`config.mk`:
```
export PLATFORM = sky130hd
export DESIGN_NAME = cache_we_ctrl
export DESIGN_NICKNAME = d
export VERILOG_FILES = /design/src/rtl/cache_ctrl_pkg.sv /design/src/rtl/component_register.sv /design/src/rtl/cache_we_ctrl.sv
export SDC_FILE = /design/constraint.sdc
export NUM_CORES = 1
export LEC_CHECK = 0
export ABC_AREA = 0
export CAP_MARGIN = 15
export CORE_MARGIN = 1.5
export CORE_UTILIZATION = 53
export CTS_BUF_LIST = sky130_fd_sc_hd__clkbuf_8
export CTS_CLUSTER_DIAMETER = 50
export CTS_CLUSTER_SIZE = 20
export DETAILED_ROUTE_END_ITERATION = 12
export PLACE_DENSITY = 0.86
export SYNTH_ARGS = -nofsm -noshare
export SYNTH_HDL_FRONTEND = slang
export SYNTH_SLANG_ARGS = --single-unit
```
`constraint.sdc`:
```
create_clock -name clk -period 5.62 [get_ports clk]
set_clock_uncertainty 0.15 [all_clocks]
set_input_delay 0.562 -clock clk [delete_from_list [all_inputs] [get_ports clk]]
set_output_delay 0.562 -clock clk [all_outputs]
set_load 0.03 [all_outputs]
```
`src/rtl/cache_ctrl_pkg.sv`:
```
// Shared types for the cache controllers: fill FSM states and way-index sizing.
// Pure declarations; no logic, latency or flow control of its own.
package cache_ctrl_pkg;

  typedef enum logic [1:0] {
    IDLE     = 2'd0,
    WAIT_MEM = 2'd1,
    FILL     = 2'd2
  } fill_state_e;

  // A single-way cache still carries a 1-bit way index so ports never collapse to zero width.
  function automatic int way_width(input int ways);
    return (ways > 1) ? $clog2(ways) : 1;
  endfunction

endpackage

```
`src/rtl/component_register.sv`:
```
// Generic enabled register with asynchronous active-low clear.
// One-cycle latency from d to q when en is high; no backpressure.
module component_register #(
  parameter int               WIDTH     = 1,
  parameter logic [WIDTH-1:0] RESET_VAL = '0
) (
  input  logic             clk,
  input  logic             rst,
  input  logic             en,
  input  logic [WIDTH-1:0] d,
  output logic [WIDTH-1:0] q
);

  always_ff @(posedge clk or negedge rst) begin
    if (!rst) begin
      q <= RESET_VAL;
    end else if (en) begin
      q <= d;
    end
  end

endmodule

```
`src/rtl/cache_we_ctrl.sv`:
```
// Cache array write strobe / way select for CPU write hits, write-allocate misses and memory refills.
// Write strobes are combinational (0 cycles); a read miss stalls the CPU until the one-cycle FILL completes.
module cache_we_ctrl
  import cache_ctrl_pkg::*;
#(
  parameter int  WAYS           = 2,
  parameter int  WRITE_ALLOCATE = 0,
  parameter int  CNT_W          = 16,
  localparam int WAY_W          = way_width(WAYS)
) (
  input  logic             clk,
  input  logic             rst,
  input  logic             we,
  input  logic             re,
  input  logic             hit,
  input  logic [WAY_W-1:0] hit_way,
  input  logic             mem_ready,
  output logic             cache_we,
  output logic [WAY_W-1:0] we_way,
  output logic             fill_sel,
  output logic             mem_req,
  output logic             stall,
  output logic [CNT_W-1:0] miss_count
);

  fill_state_e      state;
  logic [WAY_W-1:0] victim;
  logic [WAY_W-1:0] victim_nxt;
  logic             in_idle;
  logic             wr_miss;
  logic             rd_miss;
  logic             alloc;
  logic             advance;

  assign in_idle = (state == IDLE);
  assign wr_miss = in_idle & we & ~hit;
  // A simultaneous write takes priority; the CPU re-presents the read later.
  assign rd_miss = in_idle & re & ~we & ~hit;
  assign alloc   = wr_miss & (WRITE_ALLOCATE != 0);
  assign advance = alloc | (state == FILL);

  assign victim_nxt = (WAYS == 1) ? '0 : victim + WAY_W'(1);

  component_register #(
    .WIDTH (WAY_W)
  ) u_victim (
    .clk (clk),
    .rst (rst),
    .en  (advance),
    .d   (victim_nxt),
    .q   (victim)
  );

  always_ff @(posedge clk or negedge rst) begin
    if (!rst) begin
      state      <= IDLE;
      mem_req    <= 1'b0;
      miss_count <= '0;
    end else begin
      if ((wr_miss || rd_miss) && (miss_count != {CNT_W{1'b1}})) begin
        miss_count <= miss_count + CNT_W'(1);
      end
      case (state)
        IDLE: begin
          if (rd_miss) begin
            state   <= WAIT_MEM;
            mem_req <= 1'b1;
          end
        end
        WAIT_MEM: begin
          if (mem_ready) begin
            state   <= FILL;
            mem_req <= 1'b0;
          end
        end
        FILL: begin
          state <= IDLE;
        end
        default: begin
          state   <= IDLE;
          mem_req <= 1'b0;
        end
      endcase
    end
  end

  // Strobes are gated by reset so an aborted fill can never produce a partial write.
  always_comb begin
    cache_we = 1'b0;
    we_way   = '0;
    fill_sel = 1'b0;
    stall    = 1'b0;
    if (rst) begin
      case (state)
        IDLE: begin
          stall = rd_miss;
          if (we && hit) begin
            cache_we = 1'b1;
            we_way   = hit_way;
          end else if (alloc) begin
            cache_we = 1'b1;
            we_way   = victim;
          end
        end
        WAIT_MEM: begin
          stall = 1'b1;
        end
        FILL: begin
          cache_we = 1'b1;
          we_way   = victim;
          fill_sel = 1'b1;
          stall    = 1'b1;
        end
        default: begin
          stall = 1'b0;
        end
      endcase
    end
  end

endmodule

```
==> metrics.yaml, run 1 <==
die_y_um: 47.7
hp-class: "flip-flop to flip-flop"
max_freq_mhz: 298
pwr_density_cell_nw_per_um2: 415
vdd_drop_max_uv: 387
antenna_found_initial: 0
startpoint_type: "input port"
drcViolationCount: 0
syn_avg_cell_area_um2: 10.7
hold_ws_ns: 0.319
startpoint: "rst"
synth-async-reset-ratio_pct: 100
dp_hpwl_mm: 1.65
grt_max_degree: 25
setup_viol: 0
cts_tree: "yes"
dieArea_um2: 2270
critPathCaptureType: "primary output"
row_count: 15
crit_type: "input port to primary output"
ys_warn_count: 0
finalCriticalPeriod_ns: 3.36
power_uw: 586
die_w_um: 47.7
rr_startpoint: "state[1]$_DFFE_PN0P_"
cts_buffers: 3
root_buffer: "clkbuf_8"
rsz0062_at_grt: "false"
clockBufferDepth: 2
avgViaCountPerCell: 5.72
coreArea_um2: 1800
r2r_end: "miss_count[12]$_DFFE_PN0P_"
cts_htree_levels: 1
ant_nets: 0
routed_wl_mm: 2.35
drt_first_pass_iters: 4
fin_ws_ns: 2.26
cp.arrival_ns: 2.65
crit_fanout: 24
r2r_cells: 6
worst_slew_pin_slew_ns: 0.950
synthFlopType: "dfrtp_1"
grt_pass1_wl_mm: 3.84
synth-edff-count: 0
drive_gt1_share_pct: 8.46
n_antenna_cell: 0
synthToLayoutAreaGrowth_pct: 33.7
drt-initial-drc-count: 15
num_vias: 887
cts.sinks: 20
synth_seq_area_share_pct: 47.3
yosys_register_bits: 20
insertion_delay_ns: 0.25
fin_util_pct: 78.5
holdCritStartpoint: "u_victim.q$_DFFE_PN0P_"
p_leak_nw: 0.571
synth_area_um2: 1060
period_share_pct: 59.8
place_ws_ns: 2.18
grt_pass1_vias: 871
synthCells: 99
nets: 143
relSlewSlack_pct: 36.5
cts_setup_buffers: 0
start_util_pct: 58.7
synthesis.nets: 111
rrSetupSlack_ns: 3.12
grt.total_usage_pct: 24.4
cts_resized: 0
wire_per_inst_um: 15.1
setup_tns_ns: 0
drv_slew: 0
grt_overflow: 0
hold_viol: 0
status: "finished clean"
ios: 28
holdBufCountCts: 0
layout_common_cells: "clkdlybuf4s50_1 (27), dfrtp_1 (20), xnor2_1 (12)"
place_congestion: 0.727
final_common_cell: "clkdlybuf4s50_1"
cts.clk_slew.worst_paths_ns: 0.07
min_to: "u_victim.q$_DFFE_PN0P_"
whs_path_depth: 1
crit_required_ns: 4.91
numPortBuffers: 27
cap_violations: 0
yosysUniqueCellTypes: 33
-- area by class of cell --
| class | count | area (µm²) |
|---|---|---|
| multi-input combinational | 77 | 549 |
| sequential | 20 | 500 |
| fill | 134 | 388 |
| timing repair buffer | 27 | 270 |
| clock buffer | 4 | 55.1 |
| tap | 25 | 31.3 |
| inverter | 2 | 7.51 |
-- flip-flops by register name, indices dropped and copies added (netlist names) --
signal,cells
mem_req,1
miss_count,16
state,2
u_victim.q,1
-- worst max-delay path by stage --
| stage | endpoint | slack [ns] |
|---|---|---|
| final | stall | 2.26 |
| after global routing | stall | 2.04 |
| after CTS | stall | 2.18 |
| after detailed placement | stall | 2.18 |
| after global placement | stall | 2.26 |
| after floorplan | stall | 3.10 |
-- cells by family (layout without fill, tap and decap cells) --
logic type | count (synthesis) | in the layout | synth area share [%]
flip-flops | 20 | 20 | 47.3
AND/OR/NAND/NOR | 44 | 44 | 24.6
adder cells (fa/ha/maj) | 5 | 5 | 5.92
buffers and inverters | 2 | 33 | 0.710
XOR/XNOR | 13 | 13 | 10.8
multiplexers | 2 | 2 | 2.48
AO/OA/AOI/OAI | 13 | 13 | 8.17
-- through the flow --
step / cells / cell area [µm²]
after floorplan: 99 / 1060
after global placement: 151 / 1360
after detailed placement: 151 / 1360
after CTS: 155 / 1410
after global routing: 155 / 1410
final: 155 / 1410
-- report_power, final --
part | total, mW | switching [mW] | internal [mW]
Sequential | 0.222 | 0.0441 | 0.178
Combinational | 0.256 | 0.143 | 0.114
Clock | 0.108 | 0.0458 | 0.0623
Total | 0.586 | 0.233 | 0.354
-- cells in the mapped netlist (2+ instances only) --
| master | count | share of area (%) |
|---|---|---|
| nor2b_1 | 4 | 2.4 |
| xnor2_1 | 12 | 9.9 |
| inv_1 | 2 | 0.71 |
| nand2_1 | 6 | 2.1 |
| nor2_1 | 4 | 1.4 |
| nor4_1 | 2 | 1.2 |
| and2_1 | 2 | 1.2 |
| dfrtp_1 | 20 | 47 |
| a21oi_1 | 3 | 1.4 |
| a31oi_1 | 2 | 1.2 |
| ha_1 | 5 | 5.9 |
| nand4_1 | 7 | 4.1 |
| nand3_1 | 6 | 2.8 |
| nor3_1 | 3 | 1.4 |
| o21ai_0 | 3 | 1.4 |
-- worst max-delay path: stages --
cell and delay, ns:
clkdlybuf4s50_1 1.09, nor3b_1 0.28, clkdlybuf4s50_1 0.71
-- layer usage --
| metal | global-route usage, % | share of wire, % |
|---|---|---|
| met4 | 11.9 | 0.98 |
| met3 | 4.15 | 4.9 |
| met2 | 40.3 | 52 |
| met1 | 31.1 | 42 |
| met5 | 0 | 0 |
Power figures use the tool's default switching activity.
==> inputs of run 2 (changes only) <==
--- a/config.mk
+++ b/config.mk
@@ -8,12 +8,12 @@
 export ABC_AREA = 0
 export CAP_MARGIN = 15
 export CORE_MARGIN = 1.5
-export CORE_UTILIZATION = 53
+export CORE_UTILIZATION = 49
 export CTS_BUF_LIST = sky130_fd_sc_hd__clkbuf_8
 export CTS_CLUSTER_DIAMETER = 50
 export CTS_CLUSTER_SIZE = 20
 export DETAILED_ROUTE_END_ITERATION = 12
-export PLACE_DENSITY = 0.86
+export PLACE_DENSITY = 0.81
 export SYNTH_ARGS = -nofsm -noshare
 export SYNTH_HDL_FRONTEND = slang
 export SYNTH_SLANG_ARGS = --single-unit
==> constraint.sdc (replaced) <==
create_clock -name clk -period 3.15 [get_ports clk]
set_clock_uncertainty 0.15 [all_clocks]
set_input_delay 0.315 -clock clk [delete_from_list [all_inputs] [get_ports clk]]
set_output_delay 0.315 -clock clk [all_outputs]
set_load 0.03 [all_outputs]
==> metrics.yaml, run 2 (synthesis gave the netlist of run 1 again) <==
startpoint_type: "flip-flop"
grt_pass1_vias: 880  # +1.0%
crit_fanout: 8  # -67%
top_layer_used: "met4"
synthToLayoutAreaGrowth_pct: 34.7
num_vias: 875  # -1.4%
hold_viol: 0  # unchanged
n_antenna_cell: 0  # unchanged
dieArea_um2: 2450  # +7.6%
crit_required_ns: 2.68  # -2.23 ns
layout_common_cells: "clkdlybuf4s50_1 (27), dfrtp_1 (20), xnor2_1 (12)"
worst_slew_pin_slew_ns: 0.788  # -0.161 ns
power.share.sequential_pct: 37.7  # about the same
insertion_delay_ns: 0.26  # about the same
p_leak_nw: 0.575  # +0.84%
ant_nets: 0  # unchanged
r2r_cells: 6  # unchanged
crit_type: "flip-flop to primary output"
path_cells: "inv_1 > ha_1 > nand4bb_1 > nor2b_1 > nor3b_1 > clkdlybuf4s50_1"
hp-class: "flip-flop to flip-flop"
dp_hpwl_mm: 1.61  # -2.3%
cp_top_family: "buffers and inverters"
root_buffer: "clkbuf_8"
period_share_pct: 90.0
die_y_um: 49.5  # +3.7%
internal_power_uw: 632  # +79%
fin_util_pct: 71.1  # -7.3 points
critPathBufInv: 2  # unchanged
r2r_end: "miss_count[12]$_DFFE_PN0P_"
nFillCells: 158  # +18%
cts.clk_slew.worst_paths_ns: 0.07  # about the same
routed_wl_mm: 2.19  # -6.7%
nets: 144  # +0.70%
drive_gt1_share_pct: 9.16  # +0.70 points
largest_reg_flops: 16  # unchanged
grt_overflow: 0  # unchanged
coreArea_um2: 2000  # +11%
comb_power_share_pct: 43.9  # +0.2 points
drcViolationCount: 0  # unchanged
min_to: "u_victim.q$_DFFE_PN0P_"
place_congestion: 0.824  # +13%
wl_met1_mm: 1.05  # +5.6%
clockBufferDepth: 2  # unchanged
cap_violations: 0  # unchanged
clkPwrFrac_pct: 18.4  # about the same
row_count: 16  # +1
relSlewSlack_pct: 47.0  # +10 points
crit_path_max_incr_delay_ns: 0.69  # -0.40 ns
grt_max_degree: 21  # -16%
cts_tree: "yes"
cts_htree_levels: 1  # unchanged
cts.sinks: 20  # unchanged
status: "finished clean"
cp.arrival_ns: 2.37  # -0.28 ns
numPortBuffers: 27  # unchanged
final_common_cell: "clkdlybuf4s50_1"
ios: 28  # unchanged
switching_power_uw: 407  # +75%
cts_setup_buffers: 0  # unchanged
reg_top3: "miss_count x16, state x2"
drt_first_pass_iters: 4  # unchanged
pwr_density_cell_nw_per_um2: 730  # +76%
drv_slew: 0  # unchanged
met2_length_mm: 1.02  # -16%
wire_per_inst_um: 13.9  # -8.5%
grt_pass1_wl_mm: 3.84  # unchanged
cts_buffers: 3  # unchanged
grt.total_usage_pct: 19.8  # -4.6 points
max_flop_register: "miss_count"
holdBufCountCts: 0  # unchanged
max_freq_mhz: 353
die_w_um: 49.5  # +3.7%
critPathCaptureType: "primary output"
rr_startpoint: "state[1]$_DFFE_PN0P_"
avgViaCountPerCell: 5.54  # -3.2%
rsz0062_at_grt: "false"
swShare_pct: 39.2  # -0.45 points
rrSetupSlack_ns: 0.75  # -2.37 ns
slowest_stage: "clkdlybuf4s50_1"
wl_met3_um: 93  # -18%
cp.depth: 6  # +3
power_mw: 1.04  # +77%
holdCritStartpoint: "u_victim.q$_DFFE_PN0P_"
setup_tns_ns: 0  # unchanged
start_util_pct: 52.8  # -5.9 points
antenna_found_initial: 0  # unchanged
drt-initial-drc-count: 12  # -3
setup_viol: 0  # unchanged
whs_path_depth: 1  # unchanged
vdd_drop_max_uv: 577  # +49%
cts_resized: 0  # unchanged
finalCriticalPeriod_ns: 2.83
[run 2: cell count changes in the layout (fill, tap and decap cells not counted), sizes merged]
| cell | change |
|---|---|
| buf | +1 |
[run 2: how the worst max path moves through the flow]
stage	from	endpoint	slack [ns]
4_1_cts	state[0]$_DFFE_PN0P_	stall	0.33
2_1_floorplan	state[0]$_DFFE_PN0P_	stall	0.88
3_5_place_dp	we	stall	0.56
6_report	state[1]$_DFFE_PN0P_	stall	0.32
3_3_place_gp	we	stall	0.60
5_1_grt	state[0]$_DFFE_PN0P_	stall	0.15
[run 2: area by class of cell]
| cell class | instances | area, µm² | area share [%] |
|---|---|---|---|
| well taps | 27 | 33.8 | 2.37 |
| inverters | 2 | 7.51 | 0.527 |
| clock buffers | 4 | 55.1 | 3.87 |
| flip-flops and latches | 20 | 500 | 35.1 |
| multi-input cells | 77 | 549 | 38.6 |
| repair buffers | 28 | 278 | 19.5 |
[run 2: layer usage]
layer  track usage (%)  vias up
li1                  -      421
met1              25.4      423
met2              33.8       26
met3              3.94        5
met4              6.02        0
met5                 0        -
[run 2: metrics by stage]
stage	instance area (µm²)	setup WS, ns	std cells	hold slack [ns]
after floorplan	1060	0.881	99	-0.131
after global routing	1420	0.146	158	0.336
after detailed placement	1370	0.561	154	0.311
after CTS	1420	0.330	158	0.323
after global placement	1370	0.605	154	0.303
final	1420	0.316	158	0.324
[run 2: power groups by stage]
stage / Clock [mW] / Combinational, mW / Sequential [mW]
6_report: 0.191 / 0.456 / 0.392
5_1_grt: 0.205 / 0.493 / 0.401
4_1_cts: 0.194 / 0.459 / 0.391
3_5_place_dp: 0 / 0.456 / 0.395
3_3_place_gp: 0 / 0.445 / 0.390
2_1_floorplan: 0 / 0.204 / 0.469
==> inputs of run 3 (changes only) <==
--- a/config.mk
+++ b/config.mk
@@ -6,7 +6,6 @@
 export NUM_CORES = 1
 export LEC_CHECK = 0
 export ABC_AREA = 0
-export CAP_MARGIN = 15
 export CORE_MARGIN = 1.5
 export CORE_UTILIZATION = 49
 export CTS_BUF_LIST = sky130_fd_sc_hd__clkbuf_8
==> results of run 3 <==
The final DEF is identical to that of run 2; final timing and power are the same.
